## src/rtl/seq_detector_param_pkg.sv

```systemverilog
// Shared definitions for the parametrised serial pattern detector.
//   mode_e       : overlap input encoding (1 = overlapping, 0 = non-overlapping)
//   DEF_PATTERN  : pattern loaded at reset (the legacy "1011" detector pattern)
//   fill_w()     : width needed to count 0..pat_w valid history bits
package seqdet_pkg;

  typedef enum logic {
    MODE_NONOVERLAP = 1'b0,
    MODE_OVERLAP    = 1'b1
  } mode_e;

  localparam logic [3:0] DEF_PATTERN = 4'b1011;

  function automatic int fill_w(input int pat_w);
    return $clog2(pat_w + 1);
  endfunction

endpackage

```

## src/rtl/seq_detector_param_sat_counter.sv

```systemverilog
// Saturating up-counter with synchronous clear.
//   clk, rst : clock, synchronous active-high reset (count -> 0)
//   inc      : add one this cycle (held at all-ones once saturated)
//   clr      : clear; when inc is also set the result is 1 (clear, then count)
//   cnt      : current count
module sat_counter #(
  parameter int CNT_W = 8
) (
  input  logic             clk,
  input  logic             rst,
  input  logic             inc,
  input  logic             clr,
  output logic [CNT_W-1:0] cnt
);

  logic [CNT_W-1:0] cnt_q;
  logic [CNT_W-1:0] cnt_d;

  always_comb begin
    cnt_d = cnt_q;
    if (clr) begin
      cnt_d = inc ? CNT_W'(1) : '0;
    end else if (inc && (cnt_q != '1)) begin
      cnt_d = cnt_q + CNT_W'(1);
    end
  end

  always_ff @(posedge clk) begin
    if (rst) begin
      cnt_q <= '0;
    end else begin
      cnt_q <= cnt_d;
    end
  end

  assign cnt = cnt_q;

endmodule

```

## src/rtl/seq_detector_param.sv

```systemverilog
// Parametrised serial bit-pattern detector.
// Shifts in one bit per in_valid cycle (first bit received ends up in the
// pattern MSB) and pulses match for one cycle on every occurrence of the
// runtime-loadable pattern; match_cnt saturates.
//   clk, rst  : clock, synchronous active-high reset
//   in_valid  : in_bit is sampled this cycle
//   in_bit    : serial data bit
//   overlap   : 1 = overlapping matches, 0 = restart after each match
//   pat_load  : load pat_in as new pattern (clears history, drops in_bit)
//   pat_in    : new pattern value
//   cnt_clr   : clear match_cnt
//   match     : registered one-cycle pulse per detected occurrence
//   match_cnt : saturating match count
//   pattern   : currently active pattern
module seq_detector_param
  import seqdet_pkg::*;
#(
  parameter int               PAT_W   = 4,
  parameter int               CNT_W   = 8,
  parameter logic [PAT_W-1:0] DEF_PAT = PAT_W'(DEF_PATTERN)
) (
  input  logic             clk,
  input  logic             rst,
  input  logic             in_valid,
  input  logic             in_bit,
  input  logic             overlap,
  input  logic             pat_load,
  input  logic [PAT_W-1:0] pat_in,
  input  logic             cnt_clr,
  output logic             match,
  output logic [CNT_W-1:0] match_cnt,
  output logic [PAT_W-1:0] pattern
);

  localparam int               FILL_W    = fill_w(PAT_W);
  localparam logic [FILL_W-1:0] FILL_FULL = FILL_W'(PAT_W);

  logic [PAT_W-1:0]  pattern_q, pattern_d;
  logic [PAT_W-1:0]  hist_q,    hist_d;
  logic [FILL_W-1:0] fill_q,    fill_d;
  logic              match_q,   match_d;

  logic              accept;
  logic [PAT_W-1:0]  hist_shift;
  logic [FILL_W-1:0] fill_inc;
  logic              hit;

  always_comb begin
    accept     = in_valid & ~pat_load;
    hist_shift = {hist_q[PAT_W-2:0], in_bit};
    fill_inc   = (fill_q == FILL_FULL) ? fill_q : fill_q + FILL_W'(1);
    // The fill counter guards against matching a partially filled history
    // (e.g. an all-zero pattern against the cleared shift register).
    hit        = accept && (fill_inc == FILL_FULL) && (hist_shift == pattern_q);

    pattern_d = pattern_q;
    hist_d    = hist_q;
    fill_d    = fill_q;
    match_d   = 1'b0;

    if (pat_load) begin
      pattern_d = pat_in;
      hist_d    = '0;
      fill_d    = '0;
    end else if (accept) begin
      hist_d  = hist_shift;
      fill_d  = (hit && (mode_e'(overlap) == MODE_NONOVERLAP)) ? '0 : fill_inc;
      match_d = hit;
    end
  end

  always_ff @(posedge clk) begin
    if (rst) begin
      pattern_q <= DEF_PAT;
      hist_q    <= '0;
      fill_q    <= '0;
      match_q   <= 1'b0;
    end else begin
      pattern_q <= pattern_d;
      hist_q    <= hist_d;
      fill_q    <= fill_d;
      match_q   <= match_d;
    end
  end

  // Counter sees the combinational hit so match_cnt updates on the same
  // edge that raises match.
  sat_counter #(
    .CNT_W (CNT_W)
  ) u_match_cnt (
    .clk (clk),
    .rst (rst),
    .inc (hit),
    .clr (cnt_clr),
    .cnt (match_cnt)
  );

  assign match   = match_q;
  assign pattern = pattern_q;

endmodule

```

## config.mk

```make
export PLATFORM = sky130hd
export DESIGN_NAME = seq_detector_param
export DESIGN_NICKNAME = d
export VERILOG_FILES = /design/src/rtl/seq_detector_param_pkg.sv /design/src/rtl/seq_detector_param_sat_counter.sv /design/src/rtl/seq_detector_param.sv
export SDC_FILE = /design/constraint.sdc
export NUM_CORES = 1
export LEC_CHECK = 0
export CAP_MARGIN = 40
export CORE_MARGIN = 4
export CORE_UTILIZATION = 43
export DETAILED_ROUTE_END_ITERATION = 10
export GPL_TIMING_DRIVEN = 0
export HOLD_SLACK_MARGIN = 0.02
export PLACE_DENSITY = 0.73
export SYNTH_ARGS = -nofsm -noshare
export SYNTH_HDL_FRONTEND = slang
export SYNTH_SLANG_ARGS = --single-unit
export TNS_END_PERCENT = 50
```

## constraint.sdc

```tcl
create_clock -name clk -period 1.9 [get_ports clk]
set_input_delay 0.285 -clock clk [delete_from_list [all_inputs] [get_ports clk]]
set_output_delay 0.285 -clock clk [all_outputs]
set_load 0.01 [all_outputs]
```

# After elaboration in Yosys (flattened, before gate mapping)
# Cells that the tools add are included.
# Widths: inputs -> output; s select.
dict set report totals {
  n_memories 0
  ff_bits 19
  output_inout_bits 13
  mem_bits_rw 0
  rom_bits 0
  wordCells 27
  latch_bits 0
}
dict set report classes {
  n_lt_le_gt_ge 0
  mux 5
  n_reduce_logical 7
  multipliers 0
  n_bitwise 4
  n_div 0
  add_sub_neg 2
  eq_ne 4
  n_shift 0
}
# operator count
set ops {}
lappend ops {{$mux 8} 2}
lappend ops {{$add 8x1->8 const B} 1}
lappend ops {{$ne 8x8->1 const B} 1}
lappend ops {{$eq 3x3->1 const B} 2}
lappend ops {{$mux 3} 2}
lappend ops {{$eq 4x4->1} 1}
lappend ops {{$logic_and 1x1->1} 4}
lappend ops {{$add 3x1->3 const B} 1}
lappend ops {{$not 1->1} 3}
lappend ops {{$reduce_or 3->1} 1}
lappend ops {{$reduce_bool 2->1} 1}
lappend ops {{$reduce_or 2->1} 1}
lappend ops {{$and 1x1->1} 1}
lappend ops {{$mux 1} 1}

# Longest topological paths before layout
dict set report logic_depth {
  ltp_word 8
  ltp_mapped 7
  ltp_nobuf 7
}

# Modules after synthesis
# Synthesis repeated with hierarchy kept, for this count alone.
dict set report unflattened {
  cells_unflattened 108
  area_unflattened_um2 980.9
}
# module n_inst cells_each seq_area_each_um2 area_each_um2
set by_module_without_submodules {}
lappend by_module_without_submodules {seq_detector_param 1 55 220.2 536.8}
lappend by_module_without_submodules {sat_counter 1 53 160.2 444.2}

# Worst setup path after synthesis
# No wires, ideal clock.
dict set report synth_path {
  path_type {reg2reg}
  from {reg fill_q[0]}
  to {reg u_match_cnt.cnt_q[5] (netlist: u_match_cnt.cnt[5])}
  path_stages_with_launch 7
  setup_slack_ps -132
  t_required_ps 1830
  t_arrival_ps 1962
  synth_period_minus_slack_ps 2032
  path_cell_list {dfxtp_1 > inv_1 > ha_1 > or3b_1 > a211o_1 > or4_1 > a21oi_1}
}
dict set report synth_via {
  elab_chain_len 7
  elab_cells_between_ends 8
}
# item line_no
set synth_rtl {}
lappend synth_rtl {{from (decl)} seq_detector_param.sv:40} ;# logic [FILL_W-1:0] fill_q, fill_d;
lappend synth_rtl {{from (signal assigned)} seq_detector_param.sv:81} ;# fill_q <= fill_d;
lappend synth_rtl {{$add 3x1->3 / $eq 3x3->1 (equally long branches)} seq_detector_param.sv:51} ;# fill_inc = (fill_q == FILL_FULL) ? fill_q : fill_q + FILL_W'(1);
lappend synth_rtl {{$mux 3 *} seq_detector_param.sv:51}
lappend synth_rtl {{$eq 3x3->1 *} seq_detector_param.sv:54} ;# hit = accept && (fill_inc == FILL_FULL) && (hist_shift == pattern_q);
lappend synth_rtl {{$logic_and 1x1->1 * (2 in a row)} seq_detector_param.sv:54}
lappend synth_rtl {{$logic_and 1x1->1 *} seq_detector_param_sat_counter.sv:23} ;# end else if (inc && (cnt_q != '1)) begin
lappend synth_rtl {{$reduce_bool 2->1 (no source line) *} -}
lappend synth_rtl {{to (signal assigned)} seq_detector_param_sat_counter.sv:32} ;# cnt_q <= cnt_d;
lappend synth_rtl {{to (decl)} seq_detector_param_sat_counter.sv:16} ;# logic [CNT_W-1:0] cnt_q;
# Mark *: on every way between the ends. The rest lies on a longest branch, timed or not.
# A chain may end at the register's enable or synchronous reset.

# Worst setup path after layout
# Ends and elaborated chain as after synthesis.

==> metrics.txt <==
status complete, but fails checks; failing checks negative setup slack; CTS Buf Count 3; footprint of the multi-input gates roughly 610 um2; Setup violations, final 1; Mean Syn Cell Area 8.78 um2; routed vias 925; worst endpoint required time 2.14 ns; XOR/XNOR share of the synthesized area 4.38%; clk_lat worst skew 0.30 ns; Post-CTS Hold Buffers 0; TritonCTS clock tree done; Leakage 0.517 nW; Netlist Area Pre-Place 1000 um2; IO buf count 21; crit-path max FO 4; startpoint types register; simple-gate share of the synthesized area 27.7%; hpwl dp 1.57 mm; Yosys reg bits 19; die area 3160 um2; Slew Limit Headroom 70.7%; first-pass GRT wire length roughly 3.6 mm; die width around 56 um; Routed Antenna Nets 0; multiplexer area fraction after synthesis 9.00%; total grt overflow 0; Initial Util 45.2%; largest family of logic cells by synthesized area simple AND/OR/NAND/NOR gates; Tightest Hold Check Type primary input to register; root buf cell clkbuf_4; vias in the first global route 856; crit path time final 1.95 ns; maxcap violations 0; Slew Viols, Final 0; Setup WS post-layout -0.0504 ns; layout cells sized above 1 about an eighth; critical path arrival 2.19 ns; Gate Count Post-Synth 114; Core ar. 2210 um2; gpl congestion 0.845; First DRT Iteration DRCs 7; number of synthesized flops with an enable pin 0; initial antenna violation count 0; die extent in y about 56 um; CP Class register to register; worst ir drop on vdd between 0.4 and 0.5 mV; Synth cell types 31; I/O pins 24; Clock Path Buffers 2; area grow syn2layout 31.1%; Clk pin slew, worst setup/hold paths 0.12 ns; top_reg_cell synth dfxtp_1; RSZ-0062 raised after global routing true; area leader, netlist dfxtp_1; Synth async-reset ratio 0%; Fmax 0.513 GHz; skew final 0.00595 ns; Post-Syn Nets 128; Residual DRC 0; # diodes 0; pin count of the biggest net entering global routing 12; vias per cell approximately 5.5; most numerous cell in the Yosys netlist dfxtp_1; Crit. End Element register; top post-synthesis cells by area dfxtp_1 38%, mux2i_1 9.0%, xnor2_1 4.4%, nand2_1 4.1%, ha_1 3.8%; GRT Overall Usage 13.9%; Power Density around 540 nW/um2; Compound-Gate Fraction of Synth Area 13.7%; final wirelength 2.20 mm; FILL cells 212; top-area cell type share of the netlist area a little under two fifths; final hold viol count 0; Detailed Routing Iterations Pass 1 4; wire per inst about 13 um; worst-margin pin slew around 0.44 ns; CTS H-tree depth 1; cell row count 17; Final nets 156; DP Worst Slack -0.126 ns; Num Clock Sinks 19; final core occ between 50% and 60%; Final period util 103%; final hold slack 0.425 ns; Synth Area in Adders 3.75%; storage element area 385 um2; post-synthesis sequential area ratio 38.0%; Sum Neg Setup Slack -0.0504 ns; synth cell count leaders 19 x dfxtp_1, 11 x nand2_1, 9 x mux2i_1, 8 x nor2_1, 6 x a21oi_1; synth warn 0
==> layout make-up <==
cell class	instances	area share (%)
Sequential cell	19	29.4
Inverter	5	1.43
Clock buffer	3	1.72
Tap cell	28	2.67
Timing Repair Buffer	23	17.2
Multi-Input combinational cell	86	46.1
Clock inverter	1	0.381
Buffer	4	1.14
==> registers in the layout, summed over array words and instances (netlist names) <==
register and flops:
u_match_cnt.cnt 8, pattern 4, fill_q 3, hist_q 3, match 1
==> layout by cell type (no fill, tap or decap), drive strengths merged <==
cell type	synthesis	routed
or4	1	1
o41ai	1	1
and3	2	2
and4	3	3
o2111ai	1	1
clkdlybuf4s50	0	21
xnor2	5	5
a311o	1	1
nor2b	4	4
nand4	5	5
or2	3	3
nand3	4	4
a21o	1	1
a21boi	1	1
a41o	1	1
nand3b	2	2
a211o	4	4
mux2i	9	9
or3b	1	1
or2b	1	1
clkinv	0	1
o21ai	2	2
nand2	11	11
a21oi	6	6
ha	3	3
and3b	1	1
o211a	1	1
nor3	1	1
inv	5	5
or3	3	3
buf	0	2
dfxtp	19	19
nor2	8	8
clkbuf	4	7
==> worst max-delay path: stages, from the launching register on <==
cell and delay [ns]:
dfxtp_4 0.37, inv_2 0.08, ha_4 0.20, or3b_4 0.39, a211o_1 0.31, or4_1 0.41, a21oi_1 0.14
==> power by group <==
group	total, mW	switching, mW	internal, mW	leakage (nW)
Combinational	0.0904	0.0384	0.0520	0.344
Clock	0.209	0.130	0.0783	0.0177
Sequential	0.414	0.00761	0.406	0.156
Total	0.713	0.176	0.536	0.517
==> layer usage <==
metal | GRT usage, % | routed length (um)
met2 | 23.9 | 1040
met1 | 17.8 | 1020
met5 | 0 | 0
met4 | 4.07 | 33
met3 | 2.32 | 104
==> repair_timing <==
item | in CTS | in global routing
setup buffers | 2 | 0
gates resized for setup | 1 | 3
setup endpoints to repair | 2 | 3
pin swaps | 1 | 1
cloned | 0 | 0
==> path summary, 6_finish.rpt <==
kind	from	to	slack (ns)	depth (start not counted)
worst max-delay path	fill_q[0]	u_match_cnt.cnt[5]	-0.05	6
worst min-delay path	in_valid	fill_q[1]	0.42	3
worst max register to register	fill_q[0]	u_match_cnt.cnt[5]	-0.05	6
worst min register to register	u_match_cnt.cnt[5]	u_match_cnt.cnt[5]	0.52	2
==> cell families after synthesis <==
family                     Yosys count
and+or+nand+nor                     50
DFF                                 19
buffers and inverters                9
adders and majority gates            3
xor gates and xnor gates             5
muxes                                9
AOI/OAI and AO/OA                   19
==> through the flow <==
stage | area [um2] | power [mW] | std cells
2_1_floorplan | 1020 | 0.473 | 114
3_3_place_gp | 1260 | 0.511 | 163
3_5_place_dp | 1260 | 0.512 | 163
4_1_cts | 1310 | 0.721 | 169
5_1_grt | 1310 | 0.745 | 169
6_report | 1310 | 0.713 | 169
Note: power is estimated with default switching activity, not from simulation.
